<file path="src/rtl/xvc_pkg.sv">
// Shared types and helpers for the XVC JTAG shift engine.
package xvc_pkg;

    typedef enum logic [1:0] {
        IDLE = 2'd0,
        LOW  = 2'd1,
        HIGH = 2'd2,
        DONE = 2'd3
    } shift_state_t;

    localparam int XVC_WORD_W = 32;

    // With a 2-flop TDO synchronizer the HIGH phase needs at least 3 cycles
    // so the synchronized sample lands before the falling TCK edge.
    function automatic int tck_div_eff(input int tck_div);
        return (tck_div < 3) ? 3 : tck_div;
    endfunction

endpackage

</file>
<file path="src/rtl/xvc_tck_gen.sv">
// TCK half-period timer: down-counter with terminal-count strobe and phase toggle.
module xvc_tck_gen
    import xvc_pkg::*;
#(
    parameter int DIV = 4
) (
    input  logic clk100,
    input  logic reset,
    input  logic run,
    output logic phase,
    output logic phase_end
);

    localparam int CW = (DIV > 1) ? $clog2(DIV) : 1;
    localparam logic [CW-1:0] RELOAD = CW'(DIV - 1);

    logic [CW-1:0] cnt;

    assign phase_end = run && (cnt == '0);

    // Phase is held low while idle so TCK parks low between commands.
    always_ff @(posedge clk100 or posedge reset) begin
        if (reset) begin
            cnt   <= RELOAD;
            phase <= 1'b0;
        end else if (!run) begin
            cnt   <= RELOAD;
            phase <= 1'b0;
        end else if (phase_end) begin
            cnt   <= RELOAD;
            phase <= ~phase;
        end else begin
            cnt   <= cnt - CW'(1);
        end
    end

endmodule

</file>
<file path="src/rtl/xvc_jtag_shifter.sv">
// Executes one XVC shift segment on the JTAG pins and returns the captured TDO vector.
// Optional macro XVC_TDO_SYNC_EN adds a 2-flop TDO synchronizer and stretches the TCK phases.
module xvc_jtag_shifter
    import xvc_pkg::*;
#(
    parameter int WORD_W  = XVC_WORD_W,
    parameter int TCK_DIV = 4
) (
    input  logic                       clk100,
    input  logic                       reset,
    input  logic                       start,
    input  logic [$clog2(WORD_W+1)-1:0] length,
    input  logic [WORD_W-1:0]          tms_vec,
    input  logic [WORD_W-1:0]          tdi_vec,
    output logic                       busy,
    output logic                       done,
    output logic [WORD_W-1:0]          tdo_vec,
    output logic                       tck,
    output logic                       tms,
    output logic                       tdi,
    input  logic                       tdo
);

    localparam int LW = $clog2(WORD_W + 1);
    localparam int IW = (WORD_W > 1) ? $clog2(WORD_W) : 1;

    logic tdo_cap;

`ifdef XVC_TDO_SYNC_EN
    localparam int DIV_EFF = tck_div_eff(TCK_DIV);

    logic tdo_meta;
    logic tdo_sync;

    always_ff @(posedge clk100 or posedge reset) begin
        if (reset) begin
            tdo_meta <= 1'b0;
            tdo_sync <= 1'b0;
        end else begin
            tdo_meta <= tdo;
            tdo_sync <= tdo_meta;
        end
    end

    assign tdo_cap = tdo_sync;
`else
    localparam int DIV_EFF = TCK_DIV;

    assign tdo_cap = tdo;
`endif

    shift_state_t      state, state_nx;
    logic [LW-1:0]     len_sat;
    logic [LW-1:0]     len_q;
    logic [IW-1:0]     bit_idx;
    logic [WORD_W-1:0] tms_sh, tdi_sh;
    logic [WORD_W-1:0] tms_nx, tdi_nx;
    logic              last_bit;
    logic              phase_end;
    logic              tck_phase;

    assign len_sat  = (length > LW'(WORD_W)) ? LW'(WORD_W) : length;
    assign last_bit = (LW'(bit_idx) == (len_q - LW'(1)));
    assign tms_nx   = tms_sh >> 1;
    assign tdi_nx   = tdi_sh >> 1;

    xvc_tck_gen #(
        .DIV (DIV_EFF)
    ) u_tck_gen (
        .clk100    (clk100),
        .reset     (reset),
        .run       (busy),
        .phase     (tck_phase),
        .phase_end (phase_end)
    );

    assign tck = tck_phase;

    always_ff @(posedge clk100 or posedge reset) begin
        if (reset) begin
            state <= IDLE;
        end else begin
            state <= state_nx;
        end
    end

    always_comb begin
        state_nx = state;
        case (state)
            IDLE: if (start) state_nx = (len_sat == '0) ? DONE : LOW;
            LOW:  if (phase_end) state_nx = HIGH;
            HIGH: if (phase_end) state_nx = last_bit ? DONE : LOW;
            DONE: state_nx = IDLE;
            default: state_nx = IDLE;
        endcase
    end

    always_comb begin
        busy = (state == LOW) || (state == HIGH);
        done = (state == DONE);
    end

    // Next TMS/TDI bit is set up on the falling TCK edge; both hold after completion.
    always_ff @(posedge clk100 or posedge reset) begin
        if (reset) begin
            len_q   <= '0;
            bit_idx <= '0;
            tms_sh  <= '0;
            tdi_sh  <= '0;
            tdo_vec <= '0;
            tms     <= 1'b1;
            tdi     <= 1'b0;
        end else begin
            case (state)
                IDLE: begin
                    if (start) begin
                        tdo_vec <= '0;
                        if (len_sat != '0) begin
                            len_q   <= len_sat;
                            bit_idx <= '0;
                            tms_sh  <= tms_vec;
                            tdi_sh  <= tdi_vec;
                            tms     <= tms_vec[0];
                            tdi     <= tdi_vec[0];
                        end
                    end
                end
                HIGH: begin
                    if (phase_end) begin
                        tdo_vec[bit_idx] <= tdo_cap;
                        if (!last_bit) begin
                            bit_idx <= bit_idx + IW'(1);
                            tms_sh  <= tms_nx;
                            tdi_sh  <= tdi_nx;
                            tms     <= tms_nx[0];
                            tdi     <= tdi_nx[0];
                        end
                    end
                end
                default: ;
            endcase
        end
    end

endmodule

</file>
<file path="config.mk">
export PLATFORM = sky130hd
export DESIGN_NAME = xvc_jtag_shifter
export DESIGN_NICKNAME = d
export VERILOG_FILES = /design/src/rtl/xvc_pkg.sv /design/src/rtl/xvc_tck_gen.sv /design/src/rtl/xvc_jtag_shifter.sv
export SDC_FILE = /design/constraint.sdc
export NUM_CORES = 1
export LEC_CHECK = 0
export CAP_MARGIN = 40
export CORE_UTILIZATION = 52
export CTS_CLUSTER_SIZE = 16
export DETAILED_ROUTE_END_ITERATION = 12
export PLACE_DENSITY = 0.8
export SETUP_SLACK_MARGIN = 0.15
export SYNTH_ARGS = -nofsm -noshare
export SYNTH_HDL_FRONTEND = slang
export SYNTH_SLANG_ARGS = --single-unit
</file>
<file path="constraint.sdc">
create_clock -name clk100 -period 4.2 [get_ports clk100]
set_input_delay 0.63 -clock clk100 [delete_from_list [all_inputs] [get_ports clk100]]
set_output_delay 0.63 -clock clk100 [all_outputs]
set_load 0.01 [all_outputs]
</file>
==> impl_metrics.csv, run 1 <==
group,metric,value,unit
run_status,outcome,"completed",
timing,setup-violations-final,0,
power_and_ir_drop,finalPower,4.36,mW
final_layout,fillCellCount,860,
routing,drc,0,
clocking,clock_latency,0.37,ns
floorplan,die_height,107,µm
timing,fmax,321,MHz
clocking,htree_levels,3,
critical_path,worst_setup_path_start_kind,"flip-flop",
floorplan,dieWidth,107,µm
final_layout,area_delta_synth_final,23.9,%
placement,dpl.hpwl,8270,µm
clocking,cts_resized,0,
routing,vias_per_cell,5.62,
critical_path,cp-end-kind,"flip-flop",
timing,fin_setup_tns,0,ns
clocking,max-clock-path-buffers,2,
synth,ys_warn_count,0,
floorplan,initial_core_util,53.2,%
timing,clock_skew,0.0193,ns
synth,synth-seq-area-share,48.7,%
placement,placedCellCount,728,
global_route,antenna_found_initial,0,
power_and_ir_drop,powerDensity,611,nW/µm²
synth,synth-main-ff-cell,"dfrtp_1",
clocking,cts_setup_buffers,0,
worst_hold_path,hold_path.class,"flip-flop to flip-flop",
global_route,grt_pass1_wl,20000,µm
global_route,first_global_vias,4309,
floorplan,io_pins,111,
final_layout,seq_area,2810,µm²
timing,final_hold_viol_count,0,
worst_hold_path,holdPathStages,1,
timing,relSlewSlack,38.9,%
global_route,track_usage,22.0,%
floorplan,die_area,11500,µm²
power_and_ir_drop,p_leak,2.97,nW
timing,timing.final.crit_share,74.3,%
critical_path,crit_fanout,64,
routing,drt_wl_total,12000,µm
critical_path,r2r_cells,8,
clocking,ctsRootBufferMaster,"clkbuf_8",
synth,async_flop_share,100,%
job,max_cap_violations,0,
timing,hold_ws,0.481,ns
routing,first_pass_iters,7,
synth,syn_area_per_cell,11.4,µm²
synth,synth_edf_count,0,
clocking,cts_inserted_buffers,9,
global_route,grt_overflow,0,
power_and_ir_drop,ir_drop,0.332,mV
routing,wire_per_inst,16.1,µm
final_layout,drive_gt1_share,25.8,%
final_layout,multi_input_area,2770,µm²
floorplan,core_area,10800,µm²
final_layout,mostFrequentLayoutCells,"118 x mux2_2, 110 x clkdlybuf4s50_1, 109 x dfrtp_1",
clocking,cts_hold_buf,0,
final_layout,num_antenna_cells,0,
synth,synth_cell_type_count,42,
clocking,clock-sinks,112,
timing,slew_viol_final,0,
final_layout,layout_commonest_cell,"mux2_2",
placement,io_buffers,110,
clocking,path_clk_slew,0.11,ns
critical_path,arrival,3.37,ns
timing,fin_crit,3.12,ns
final_layout,final_net_count,683,
synth,syn_inst,507,
synth,synthesis.nets,591,
clocking,cts_tree,"built",
timing,rsz0062_at_grt,"no",
synth,post_synth_instance_area,5760,µm²
critical_path,cp_data_required_time,4.45,ns
synth,synth-seq-cells,112,
final_layout,layout.cells.non_filler,744,
global_route,grt_max_degree,69,
floorplan,rows,38,
routing,drtAntennaViolNets,0,
placement,gp_congestion,0.817,
routing,drt-initial-drc-count,216,
routing,num_vias,4184,
timing,worst_slew_pin_slew,0.916,ns
critical_path,crit_type,"flip-flop to flip-flop",
[routing by layer]
layer	up-vias	GRT usage, %	part of all wire (%)
met5	-	0	0
met4	0	6.56	1.1
met3	13	6.66	7.6
met2	143	37.1	50
met1	2039	27.2	42
li1	1989	-	-
[final timing paths]
kind / startpoint / endpoint / slack (ns)
setup reg to reg: state[0] / tdi_sh[26] / 1.08
max in group asynchronous: reset / tms / 2.55
min in group asynchronous: reset / tdi_sh[19] / 0.77
hold / removal: u_tck_gen.cnt[0] / u_tck_gen.cnt[0] / 0.48
hold reg to reg: u_tck_gen.cnt[0] / u_tck_gen.cnt[0] / 0.48
setup / recovery: state[0] / tdi_sh[26] / 1.08
[registers in the layout, indices dropped and copies added, names as in the netlist]
register / flops
state: 2
u_tck_gen.phase: 1
len_q: 6
tms_sh: 31
tdo_vec: 32
bit_idx: 5
u_tck_gen.cnt: 2
tdi_sh: 32
tms: 1
[stage by stage]
step                area [µm²]  utilization (%)  setup WS, ns
floorplan                 5760                -         0.616
global placement          6950             64.1          1.07
detailed placement        6950             64.1         0.984
CTS                       7140             65.9          1.11
global route              7140             65.9         0.913
finish                    7140             65.9          1.08
[Yosys cell counts (10+ instances only)]
cell	number	area (µm²)
mux2_4	10	150
dfrtp_1	109	2730
clkbuf_1	22	82.6
a21oi_1	33	165
nor2_1	12	45.0
inv_1	11	41.3
ha_1	10	125
mux2_2	118	1330
nand2_1	25	93.8
o21ai_0	70	350
nand2b_1	12	75.1
[power by group]
group	internal, mW	switching, mW
combinational	1.13	0.881
clock	0.284	0.371
sequential	1.47	0.223
total	2.89	1.48
[kinds of logic after synthesis]
group	Yosys count	synth area share (%)
buf+inv	46	3.56
flops	112	48.7
compound gates	120	11.4
simple gates	85	7.55
mux	130	26.0
xor+xnor	4	0.608
fa+ha+maj	10	2.17
[worst max-delay path, cell delays in order, from the launching register on]
cell and delay [ns]:
dfrtp_1 0.42, inv_1 0.11, ha_1 0.37, nand2_1 0.12, a211o_1 0.66, nor2b_1 0.28, o31a_2 0.28, buf_12 0.35
mux2_2 0.38
[final cells by class]
cell class                 instances  share of cell area, %
tap                              140                   2.45
clock inverter                     5                  0.911
clock buffer                      11                   1.84
inverter                          12                  0.666
multi-input combinational        349                   38.7
sequential                       112                   39.3
timing repair buffer             115                   16.1
(Power assumes the default switching activity.)
==> inputs of run 2 (changes only) <==
==> constraint.sdc (replaced) <==
create_clock -name clk100 -period 3.2 [get_ports clk100]
set_input_delay 0.48 -clock clk100 [delete_from_list [all_inputs] [get_ports clk100]]
set_output_delay 0.48 -clock clk100 [all_outputs]
set_load 0.01 [all_outputs]
==> impl_metrics.csv, run 2 (synthesis gave the netlist of run 1 again) <==
group,metric,value,unit
run_status,outcome,"completed",
routing,drc,0,
final_layout,layout_commonest_cell,"mux2_2",
critical_path,r2r_cells,8,
clocking,htree_levels,3,
clocking,cts_hold_buf,0,
critical_path,timing.rr.end,"tdi_sh[23]",
critical_path,critical-path-max-stage-delay,0.42,ns
clocking,cts_tree,"built",
global_route,track_usage,22.3,%
critical_path,crit_fanout,69,
placement,gp_congestion,0.843,
job,max_cap_violations,0,
routing,wire_per_inst,16.3,µm
floorplan,rows,38,
critical_path,reg2reg_slack,0.62,ns
timing,relSlewSlack,57.7,%
power_and_ir_drop,p_int,3.73,mW
floorplan,die_area,11500,µm²
timing,rsz0062_at_grt,"no",
critical_path,arrival,2.84,ns
global_route,first_global_vias,4216,
placement,dpl.hpwl,8290,µm
timing,clock_skew,0.0147,ns
clocking,cts_inserted_buffers,9,
clocking,cts_resized,0,
routing,drt-initial-drc-count,215,
worst_hold_path,hold_path.class,"flip-flop to flip-flop",
final_layout,mostFrequentLayoutCells,"118 x mux2_2, 110 x clkdlybuf4s50_1, 109 x dfrtp_1",
power_and_ir_drop,switching_power,2.00,mW
timing,timing.final.crit_share,80.6,%
floorplan,initial_core_util,53.2,%
final_layout,final_area,7170,µm²
timing,worst_slew_pin_slew,0.635,ns
critical_path,cp_data_required_time,3.46,ns
clocking,path_clk_slew,0.11,ns
clocking,ctsRootBufferMaster,"clkbuf_8",
final_layout,num_antenna_cells,0,
final_layout,reg_top3,"tdi_sh x32, tdo_vec x32, tms_sh x31",
final_layout,area_delta_synth_final,24.3,%
routing,drtAntennaViolNets,0,
timing,hold_ws,0.488,ns
power_and_ir_drop,finalPower,5.73,mW
floorplan,dieWidth,107,µm
placement,io_buffers,110,
floorplan,die_height,107,µm
power_and_ir_drop,powerDensity,800,nW/µm²
critical_path,crit_path_top_delay_cell,"dfrtp_1",
critical_path,crit_type,"flip-flop to flip-flop",
clocking,clock_latency,0.37,ns
timing,fmax,388,MHz
timing,setup-violations-final,0,
placement,placed_area,6980,µm²
power_and_ir_drop,p_seq_share,39.0,%
worst_hold_path,holdCritStartpoint,"u_tck_gen.cnt[0]",
critical_path,worst_r2r_startpoint,"state[0]",
timing,fin_crit,2.58,ns
timing,fin_setup_tns,0,ns
power_and_ir_drop,switching_share,34.9,%
global_route,grt_overflow,0,
critical_path,worst_setup_path_start_kind,"flip-flop",
final_layout,drive_gt1_share,26.4,%
clocking,clock-sinks,112,
power_and_ir_drop,pwr-share-comb,46.7,%
floorplan,io_pins,111,
routing,num_vias,4208,
routing,vias_per_cell,5.64,
timing,slew_viol_final,0,
routing,drt_wl_total,12200,µm
floorplan,core_area,10800,µm²
worst_hold_path,worstHoldEndpoint,"u_tck_gen.cnt[0]",
critical_path,cp-end-kind,"flip-flop",
power_and_ir_drop,ir_drop,0.652,mV
worst_hold_path,holdPathStages,1,
power_and_ir_drop,p_leak,2.97,nW
global_route,antenna_found_initial,0,
clocking,cts_setup_buffers,0,
timing,final_hold_viol_count,0,
final_layout,final_net_count,685,
global_route,grt_max_degree,113,
routing,first_pass_iters,5,
critical_path,crit_chain,"inv_1 -> ha_1 -> nand2_1 -> a211o_1 -> nor2b_1 -> o31a_2 -> buf_12 -> mux2_2",
global_route,grt_pass1_wl,20000,µm
clocking,max-clock-path-buffers,2,
power_and_ir_drop,p_clk_share,14.3,%
-- run 2: area by class of cell --
class / count / area (µm²)
multi-input cells: 349 / 2770
fillers: 837 / 3670
flip-flops and latches: 112 / 2810
clock buffers: 9 / 124
repair buffers: 117 / 1180
inverters: 12 / 48.8
clock inverters: 7 / 66.3
well taps: 140 / 175
-- run 2: metal layers --
metal  vias to the layer above  track usage [%]  routed length, µm
li1                       1995                -                  -
met1                      2059             27.3               4940
met3                        20             7.02                928
met2                       134             37.1               6090
met4                         0             8.32                229
met5                         -                0                  0
-- run 2: worst max path at each step --
| stage | start | slack (ns) | depth (start not counted) | endpoint |
|---|---|---|---|---|
| final | state[0] | 0.62 | 8 | tdi_sh[23] |
| after floorplan | len_q[0] | 0.78 | 8 | tdi_sh[0] |
| after global placement | start | 0.72 | 7 | tdi_sh[15] |
| after CTS | state[0] | 0.66 | 8 | tdi_sh[23] |
| after detailed placement | start | 0.67 | 7 | tdi_sh[23] |
| after global routing | state[1] | 0.49 | 8 | tms_sh[29] |
-- run 2: through the flow --
stage | cells | setup slack (ns) | util, %
after detailed placement | 730 | 0.673 | 64.3
after floorplan | 507 | 0.779 | -
after global placement | 730 | 0.718 | 64.3
after CTS | 746 | 0.658 | 66.1
after global routing | 746 | 0.490 | 66.1
final | 746 | 0.622 | 66.1
-- run 2: worst max-delay path, delay by kind of cell (launching register included) --
family | cells | cell delay (ns)
buf+inv | 2 | 0.44
flops | 1 | 0.42
fa+ha+maj | 1 | 0.36
mux | 1 | 0.39
compound gates | 2 | 0.52
simple gates | 2 | 0.29
-- run 2: power by group through the flow --
| stage | Clock [mW] | Sequential [mW] | Combinational (mW) |
|---|---|---|---|
| finish | 0.820 | 2.23 | 2.68 |
| global route | 0.905 | 2.29 | 2.89 |
| CTS | 0.842 | 2.23 | 2.69 |
| detailed placement | 0 | 2.26 | 2.68 |
| global placement | 0 | 2.22 | 2.56 |
| floorplan | 0 | 2.15 | 2.22 |
==> inputs of run 3 (changes only) <==
==> constraint.sdc (replaced) <==
create_clock -name clk100 -period 2.4 [get_ports clk100]
set_input_delay 0.36 -clock clk100 [delete_from_list [all_inputs] [get_ports clk100]]
set_output_delay 0.36 -clock clk100 [all_outputs]
set_load 0.01 [all_outputs]
==> impl_metrics.csv, run 3 (synthesis gave the netlist of run 1 again) <==
group,metric,value,unit
run_status,outcome,"finished with violations",
run_status,violations,"setup timing",
power_and_ir_drop,p_leak,3.17,nW
critical_path,crit_type,"flip-flop to flip-flop",
routing,wire_per_inst,17.7,µm
floorplan,die_area,11500,µm²
critical_path,crit_fanout,5,
power_and_ir_drop,powerDensity,1130,nW/µm²
power_and_ir_drop,switching_power,2.96,mW
global_route,grt_overflow,0,
final_layout,final_core_util,69.4,%
timing,finalWorstSetupSlack,-0.00980,ns
routing,drt-initial-drc-count,202,
placement,dpl.hpwl,8770,µm
timing,timing.final.crit_share,100,%
clocking,clock-sinks,112,
timing,setup-violations-final,4,
timing,worst_slew_pin_slew,0.617,ns
timing,final_hold_viol_count,0,
final_layout,final_area,7530,µm²
power_and_ir_drop,p_clk_share,12.6,%
timing,slew_viol_final,0,
power_and_ir_drop,pwr-share-comb,52.7,%
floorplan,io_pins,111,
global_route,antenna_found_initial,0,
final_layout,seq_area,2810,µm²
routing,drc,0,
floorplan,core_area,10800,µm²
clocking,ctsRootBufferMaster,"clkbuf_8",
routing,num_vias,4432,
clocking,max-clock-path-buffers,2,
final_layout,layout_commonest_cell,"mux2_2",
clocking,path_clk_slew,0.11,ns
timing,relSlewSlack,58.9,%
clocking,clock_latency,0.38,ns
final_layout,mostFrequentLayoutCells,"118 x mux2_2, 110 x clkdlybuf4s50_1, 108 x dfrtp_1",
worst_hold_path,hold_path.class,"primary input to asynchronous set/reset pin",
routing,vias_per_cell,5.76,
final_layout,multi_input_area,2840,µm²
routing,drtAntennaViolNets,0,
routing,first_pass_iters,6,
floorplan,initial_core_util,53.2,%
clocking,cts_hold_buf,0,
critical_path,cp-end-kind,"flip-flop",
placement,gp_congestion,0.801,
final_layout,drive_gt1_share,30.3,%
job,max_cap_violations,0,
timing,fin_crit,2.41,ns
critical_path,cp_data_required_time,2.67,ns
power_and_ir_drop,p_int,5.57,mW
timing,fin_setup_tns,-0.0306,ns
global_route,grt_max_degree,113,
final_layout,reg_top3,"tdi_sh x32, tdo_vec x32, tms_sh x31",
final_layout,final_net_count,709,
power_and_ir_drop,ir_drop,0.660,mV
floorplan,dieWidth,107,µm
floorplan,rows,38,
global_route,track_usage,24.5,%
timing,fmax,415,MHz
power_and_ir_drop,p_seq_share,34.7,%
routing,drt_wl_total,13600,µm
final_layout,area_delta_synth_final,30.6,%
global_route,first_global_vias,4607,
global_route,grt_pass1_wl,22000,µm
timing,rsz0062_at_grt,"yes",
placement,placed_area,7110,µm²
timing,clock_skew,0.0115,ns
final_layout,fillCellCount,810,
clocking,cts_inserted_buffers,9,
critical_path,arrival,2.68,ns
placement,io_buffers,110,
final_layout,num_antenna_cells,0,
floorplan,die_height,107,µm
power_and_ir_drop,switching_share,34.7,%
clocking,htree_levels,3,
critical_path,worst_setup_path_start_kind,"flip-flop",
clocking,cts_tree,"built",
-- run 3: power groups by stage --
| stage | logic [mW] | registers (mW) | clock network, mW |
|---|---|---|---|
| global route | 4.83 | 3.05 | 1.19 |
| CTS | 4.05 | 2.95 | 1.10 |
| finish | 4.49 | 2.96 | 1.07 |
| floorplan | 3.00 | 2.87 | 0 |
| global placement | 3.67 | 2.94 | 0 |
| detailed placement | 3.83 | 2.99 | 0 |
-- run 3: cell type report --
class | instances | share of cell area (%)
clock buffers | 10 | 1.70
clock inverters | 6 | 0.698
inverters | 12 | 0.648
multi-input cells | 350 | 37.8
flip-flops and latches | 112 | 37.3
well taps | 140 | 2.33
repair buffers | 140 | 19.6
-- run 3: worst max-delay path, cell delays in order, from the launching register on --
cell and delay, ns:
dfrtp_2 0.45, o31a_1 0.28, or4_4 0.49, o211a_4 0.18, o31a_4 0.43, clkbuf_16 0.19, mux2_4 0.29
-- run 3: per-layer routing --
layer	global-route usage [%]	share of wire [%]
met4	9.98	2.4
met1	30.3	41
met3	5.93	6.4
met5	0	0
met2	41.0	50
-- run 3: stage by stage --
| stage | cells | hold slack [ns] | worst slack (ns) | total power, mW |
|---|---|---|---|---|
| after floorplan | 507 | 0.443 | 0.00155 | 5.87 |
| after global placement | 743 | 0.449 | 0.0625 | 6.62 |
| after detailed placement | 743 | 0.458 | 0.00288 | 6.82 |
| after CTS | 765 | 0.487 | 0.0679 | 8.10 |
| after global routing | 770 | 0.510 | -0.0306 | 9.06 |
| final | 770 | 0.455 | -0.00980 | 8.53 |
-- run 3: repair_timing --
item                       in CTS  in global routing
hold endpoints to repair        0                  0
buffers inserted                5                  0
pin swaps                       0                  4
gates cloned                    1                  5
resized for setup               6                 10
setup endpoints to repair      65                 95
-- run 3: worst paths after layout --
path / from / to / slack, ns / cells past startpoint
setup reg to reg: len_q[0] / tdi_sh[8] / -0.01 / 6
max in group asynchronous: reset / tdi_sh[28] / 1.44 / 3
hold reg to reg: u_tck_gen.cnt[0] / u_tck_gen.cnt[0] / 0.48 / 1
hold / removal: reset / tdi_sh[4] / 0.45 / 3
min in group clk100: u_tck_gen.cnt[0] / u_tck_gen.cnt[0] / 0.48 / 1
setup / recovery: len_q[0] / tdi_sh[8] / -0.01 / 6
